`src/rtl/itype_encoder.sv`:
```
// RV32I I-type ALU instruction encoder feeding a small in-order output FIFO.
// Each popped instruction is tagged with a word address that advances from BASE_ADDR.
module itype_encoder #(
    parameter int          DEPTH     = 4,
    parameter logic [31:0] BASE_ADDR = 32'h0000_0000
) (
    input  logic        clk,
    input  logic        reset,
    input  logic        flush,
    input  logic        in_valid,
    output logic        in_ready,
    input  logic [2:0]  op_sel,
    input  logic [4:0]  rs1,
    input  logic [4:0]  rd,
    input  logic [11:0] imm,
    output logic        out_valid,
    input  logic        out_ready,
    output logic [31:0] instr,
    output logic [31:0] addr,
    output logic        err,
    output logic [7:0]  err_cnt
);

    localparam int           AW  = (DEPTH > 1) ? $clog2(DEPTH) : 1;
    localparam logic [AW:0]  CAP = (AW + 1)'(DEPTH);

    logic [31:0]   mem [DEPTH];
    logic [AW-1:0] wr_ptr;
    logic [AW-1:0] rd_ptr;
    logic [AW:0]   count;
    logic          run;

    logic [2:0]  funct3;
    logic [6:0]  funct7;
    logic        shift;
    logic        illegal;
    logic [31:0] enc;
    logic        accept;
    logic        push;
    logic        pop;

    // Handshake: a request transfers on the edge where in_valid && in_ready;
    // an instruction leaves the head on the edge where out_valid && out_ready.
    always_comb begin
        funct3 = 3'b000;
        funct7 = 7'b0000000;
        shift  = 1'b0;
        case (op_sel)
            3'd0:    funct3 = 3'b000;
            3'd1:    begin funct3 = 3'b001; shift = 1'b1; end
            3'd2:    funct3 = 3'b100;
            3'd3:    begin funct3 = 3'b101; shift = 1'b1; end
            3'd4:    begin funct3 = 3'b101; shift = 1'b1; funct7 = 7'b0100000; end
            3'd5:    funct3 = 3'b110;
            3'd6:    funct3 = 3'b111;
            default: funct3 = 3'b000;
        endcase
        illegal = (op_sel == 3'd7) || (shift && (imm[11:5] != 7'd0));
        enc     = {(shift ? {funct7, imm[4:0]} : imm), rs1, funct3, rd, 7'b0010011};
    end

    // run keeps in_ready low while reset is held and until the first clock edge after it.
    assign in_ready  = run && !flush && (count < CAP);
    assign out_valid = (count != '0);
    assign accept    = in_valid && in_ready;
    assign push      = accept && !illegal;
    assign pop       = out_valid && out_ready;
    assign instr     = out_valid ? mem[rd_ptr] : 32'h0;

    always_ff @(posedge clk) begin
        if (push) mem[wr_ptr] <= enc;
    end

    always_ff @(posedge clk or negedge reset) begin
        if (!reset) begin
            run     <= 1'b0;
            wr_ptr  <= '0;
            rd_ptr  <= '0;
            count   <= '0;
            addr    <= BASE_ADDR;
            err     <= 1'b0;
            err_cnt <= 8'd0;
        end else begin
            run <= 1'b1;
            err <= accept && illegal;
            if (accept && illegal && (err_cnt != 8'hFF)) err_cnt <= err_cnt + 8'd1;
            if (flush) begin
                wr_ptr <= '0;
                rd_ptr <= '0;
                count  <= '0;
                addr   <= BASE_ADDR;
            end else begin
                if (push) wr_ptr <= wr_ptr + AW'(1);
                if (pop) begin
                    rd_ptr <= rd_ptr + AW'(1);
                    addr   <= addr + 32'd4;
                end
                case ({push, pop})
                    2'b10:   count <= count + (AW + 1)'(1);
                    2'b01:   count <= count - (AW + 1)'(1);
                    default: count <= count;
                endcase
            end
        end
    end

endmodule
```
`config.mk`:
```
export PLATFORM = sky130hd
export DESIGN_NAME = itype_encoder
export DESIGN_NICKNAME = d
export VERILOG_FILES = /design/src/rtl/itype_encoder.sv
export SDC_FILE = /design/constraint.sdc
export NUM_CORES = 1
export LEC_CHECK = 0
export ABC_AREA = 1
export CAP_MARGIN = 15
export CORE_ASPECT_RATIO = 1.25
export CORE_MARGIN = 1
export CORE_UTILIZATION = 30
export CTS_CLUSTER_DIAMETER = 60
export DETAILED_ROUTE_END_ITERATION = 12
export GPL_TIMING_DRIVEN = 0
export PLACE_DENSITY = 0.61
export SETUP_SLACK_MARGIN = 0.5
export SYNTH_ARGS = -nofsm -noshare
export SYNTH_HDL_FRONTEND = slang
export SYNTH_SLANG_ARGS = --single-unit
```
`constraint.sdc`:
```
create_clock -name clk -period 6.65 [get_ports clk]
set_clock_uncertainty 0.15 [all_clocks]
set_input_delay 1.33 -clock clk [delete_from_list [all_inputs] [get_ports clk]]
set_output_delay 1.33 -clock clk [all_outputs]
set_load 0.02 [all_outputs]
```
# Word level (Yosys, flattened, before mapping)
# Memory sizes are Yosys's and may differ from the RTL's.
# Cells that the tools add are included.
# totals
input_bits	30
output_inout_bits	75
n_memories	1
ram_bits	100
regBits	49
# mem_list
name	depth	width	rd	rd_clocked_by_memory_dff	wr	line	source
mem	4	25	1	0	1	27	logic [31:0] mem [DEPTH];
# classes
magnitude_cmp	1
n_mux	15
n_eq_ne	10
reduce_logical	18
add_sub_neg	6
# op_table
op	count
$mux 32	3
$add 32x3->32 const B	1
$pmux 3 s5	1
$eq 3x3->1 const B	4
$mux 12	1
$add 8x1->8 const B	1
$logic_and 1x1->1	8
$mux 2	4
$ne 8x8->1 const B	1
$reduce_bool 7->1	1
$eq 3x2->1 const B	2
$mux 6	1
$pmux 3 s2	1
$reduce_bool 3->1	2
$add 2x1->2 const B	2
$reduce_bool 2->1	2
$add 3x1->3 const B	1
$eq 3x1->1 const B	1
$lt 3x3->1 const B	1
$mux 1	3
$mux 3	1
$reduce_or 3->1	1
$sub 3x1->3 const B	1
$eq 2x1->1 const B	1
other kinds (4)	5

# Logic depth before layout (Yosys ltp)
# logic_depth
ltp_word	10
depth_mapped	14
depth_no_buf	14

# Worst setup path after synthesis
# Ideal clock, no wire load.
# synth_path
kind	input to register
start	input port flush
end	memory mem[0][0] (netlist name) (enable)
path_stages	6
arrival_time_ns	2.970
slack_ns	3.123
n_path_buf	1
path_cell_list	buf_6 inv_6 nand3_4 nor2_8 nand3_4 nor2_1
# synth_between
elab_chain_len	7
# synth_lines
element	line	source
start, declared	9	input logic flush,
$logic_not 1->1	63	assign in_ready = run && !flush && (count < CAP);
$logic_and 1x1->1 (2 in series)	63	
$logic_and 1x1->1	65	assign accept = in_valid && in_ready;
$logic_and 1x1->1	66	assign push = accept && !illegal;
$mux 1	71	if (push) mem[wr_ptr] <= enc;
$mux 1 (not written as such)	71	
end, declared	27	
# Every way passes these cells.

# Worst setup path after layout
# layout_path
start	register rd_ptr[1]
end	output port instr[29]
# layout_between
elab_chain_len	2
# layout_lines
element	line	source
start, declared	29	logic [AW-1:0] rd_ptr;
start signal, assigned	95	rd_ptr <= rd_ptr + AW'(1);
$mem_v2 4x25	--	
$mux 32	68	assign instr = out_valid ? mem[rd_ptr] : 32'h0;
end, declared	18	output logic [31:0] instr,
# Every way passes these cells.

==> flow_summary_export.csv <==
group,metric,value,unit
setup_path,crit_path_start_kind,"flop",
pwr,p_leak,3.47,nW
clock_tree,tritoncts,"done",
grt,grt_pass1_wl,29.1,mm
sta,fmax,0.245,GHz
setup_path,path_cells,"buf_2 > clkinv_1 > buf_2 > nor2_1 > o21ai_0 > a21oi_1 > clkdlybuf4s50_1",
setup_path,critical_path_arrival,2600,ps
setup_path,r2r_setup_slack,4340,ps
setup_path,r2r_cells,13,
synth,synth.distinct_cells,39,
clock_tree,cts_resized,0,
clock_tree,clockBufferDepth,2,
pwr,irDropWorstVdd,0.000199,V
grt,grt_usage,0.156,
synth,synthFlopType,"edfxtp_1",
sta,fin_crit,4080,ps
finish,fin_area,9120,µm²
grt,overflow,0,
worst_hold_path,holdPathStages,2,
grt,gr-usage-met2,0.277,
synth,ys_top_cells_by_area,"edfxtp_1, dfrtp_1, nor2_1",
setup_path,crit_buf_inv,4,
floorplanning,die_h,174,µm
grt,grt_max_degree,36,
grt,met1_usage,0.189,
sta,maxSlewHeadroom,0.425,
clock_tree,cts_hold_buffers,0,
floorplanning,initial_core_util,0.308,
floorplanning,dieArea,24400,µm²
setup_path,rr_endpoint,"count[2]$_DFFE_PN0P_",
finish,fin_util,0.393,
drt,drc,0,
drt,drt_iter0_drc,306,
clock_tree,htreeDepth,4,
finish,drive_gt1_frac,0.104,
grt,met3_usage,0.0270,
drt,final_antenna_net_count,0,
setup_path,criticalPathCategory,"flop to primary output",
drt,dr.pass1.iters,5,
synth,synth_area,7140,µm²
finish,syn2layout_area_growth,27.8,%
sta,tightest_slew,861,ps
setup_path,required,5170,ps
clock_tree,cts.reportedPaths.clkPinSlew,60,ps
worst_hold_path,min_to,"addr[3]$_DFFE_PN0N_",
clock_tree,clk_latency,420,ps
sta,finalSetupViolCount,0,
placed_design,placed_cell_area,8530,µm²
synth,synth_top_cell_by_area,"edfxtp_1",
synth,synth_edf_count,100,
synth,netlist_top_cells_count,"nor2_1, nand2_1, edfxtp_1",
synth,yosysWarnings,0,
sta,tns,0,ps
sta,period_share,0.614,
setup_path,worst_path_largest_cell_delay,650,ps
sta,rsz0062_at_grt,"no",
synth,yosysMostFrequentCell,"nor2_1",
synth,synth_top_area_frac,0.421,
setup_path,endpoint_kind,"primary output",
clock_tree,cts_made_buffers,17,
drt,wirelength,18.6,mm
setup_path,critPathSlowestCell,"clkdlybuf4s50_1",
grt,grt_busiest_layer,"met2",
drt,routedWlPerCell,15.7,µm
synth,syn_avg_cell_area,9.43,µm²
synth,synthCells,757,
placed_design,gp_congestion,0.891,
setup_path,reg2reg_from,"count[2]$_DFFE_PN0P_",
pwr,power.density,319,nW/µm²
finish,n_antenna_cell,0,
drt,viasPerCell,4.72,
clock_tree,postCtsSetupRepairBufs,0,
placed_design,io_buffer_count,97,
clock_tree,clock-sinks,147,
floorplanning,boundaryPins,105,
floorplanning,die_w,140,µm
job,max_cap_violations,0,
synth,async_flop_share,0.320,
synth,ys_seq_area_frac,0.586,
drt,vias,5574,
worst_hold_path,holdCritPathClass,"flop to flop",
clock_tree,clock-root-buffer,"clkbuf_16",
finish,layout.nets,916,
setup_path,crit_top_cell,"buf_2",
setup_path,crit_fanout,10,
worst_hold_path,hold_start,"addr[3]$_DFFE_PN0N_",
sta,finalMaxSlewViolations,0,
floorplanning,placementRows,62,
placed_design,dp_hpwl,12.8,mm
floorplanning,core_region_area,23200,µm²
sta,final_hold_viol_count,0,
outcome,status,"finished clean",
grt,grt_pass1_vias,5399,
synth,synth-seq-cells,147,
setup_path,cpLargestDelayFamily,"buffers and inverters",
grt,antenna_found_initial,0,
==> registers in the layout, indices dropped and copies added (netlist names) <==
register and flops:
err 1, run 1, err_cnt 8, mem 100, addr 30, rd_ptr 2
wr_ptr 2, count 3
==> layout make-up <==
cell class,count,area (µm²)
repair buffers,98,986
well taps,288,360
flip-flops and latches,147,4180
plain buffers,36,209
multi-input cells,503,2510
clock inverters,14,160
clock buffers,18,429
inverters,76,290
fillers,2301,14100
==> per-stage QoR <==
| step | power, mW | cells | hold WS [ps] | worst slack (ps) |
|---|---|---|---|---|
| 3_3_place_gp | 1.97 | 1147 | 370 | 1680 |
| 6_report | 2.91 | 1180 | 396 | 2570 |
| 2_1_floorplan | 1.57 | 762 | 403 | 3120 |
| 3_5_place_dp | 1.98 | 1148 | 384 | 2750 |
| 5_1_grt | 3.05 | 1180 | 421 | 2350 |
| 4_1_cts | 2.95 | 1180 | 399 | 2490 |
==> worst reg2reg max path, stage by stage (launching register included) <==
cell and delay [ps]:
dfrtp_1 400, inv_2 110, nand3_4 120, nor2_8 170
nand3_4 190, nand2_2 160, inv_1 60, fa_1 370
xnor2_1 190, inv_1 60, nand4_1 80, nand2_1 50
nand2_1 50, nand2_1 40
==> layer usage <==
| layer | wire [µm] | vias to the layer above |
|---|---|---|
| li1 | - | 2761 |
| met1 | 8000 | 2629 |
| met2 | 9440 | 161 |
| met3 | 782 | 23 |
| met4 | 325 | 0 |
| met5 | 0 | - |
==> cells by family (layout without fill, tap and decap cells) <==
logic type / Yosys count / after routing / share of synthesized area
simple gates: 363 / 363 / 0.232
flops: 147 / 147 / 0.586
compound gates: 117 / 117 / 0.0873
buf+inv: 112 / 242 / 0.0700
xor+xnor: 9 / 9 / 0.0110
fa+ha+maj: 7 / 7 / 0.0133
other cells: 2 / 7 / 0.00105
==> cells in the final DEF, fill, tap and decap left out, types with 6 or more instances in the layout <==
master and n:
nor2_1 154, nand2_1 115, edfxtp_1 100, clkdlybuf4s50_1 96
inv_1 68, o21ai_0 66, dfrtp_1 47, a21oi_1 36
nand4_1 26, nand3_1 24, clkbuf_16 17, clkbuf_1 14
nor3_1 14, buf_2 10, buf_4 10, nor2_4 9
o21ai_2 8, conb_1 7, clkinv_1 6, ha_1 6
==> worst max-delay path by stage <==
stage / startpoint / end / slack (ps) / cells after the start
final: rd_ptr[1]$_DFFE_PN0N_ / instr[29] / 2570 / 7
after global routing: rd_ptr[0]$_DFFE_PN0N_ / instr[25] / 2350 / 7
after global placement: op_sel[1] / mem[3][9]$_DFFE_PP_ / 1680 / 7
after CTS: count[0]$_DFFE_PN0P_ / instr[12] / 2490 / 6
after detailed placement: op_sel[1] / count[2]$_DFFE_PN0P_ / 2750 / 15
after floorplan: flush / mem[0][0]$_DFFE_PP_ / 3120 / 6
==> power breakdown <==
group	internal [mW]	switching, mW	total, mW
registers	1.02	0.0295	1.05
clock network	0.587	0.381	0.968
logic	0.352	0.545	0.897
Power figures use the tool's default switching activity.
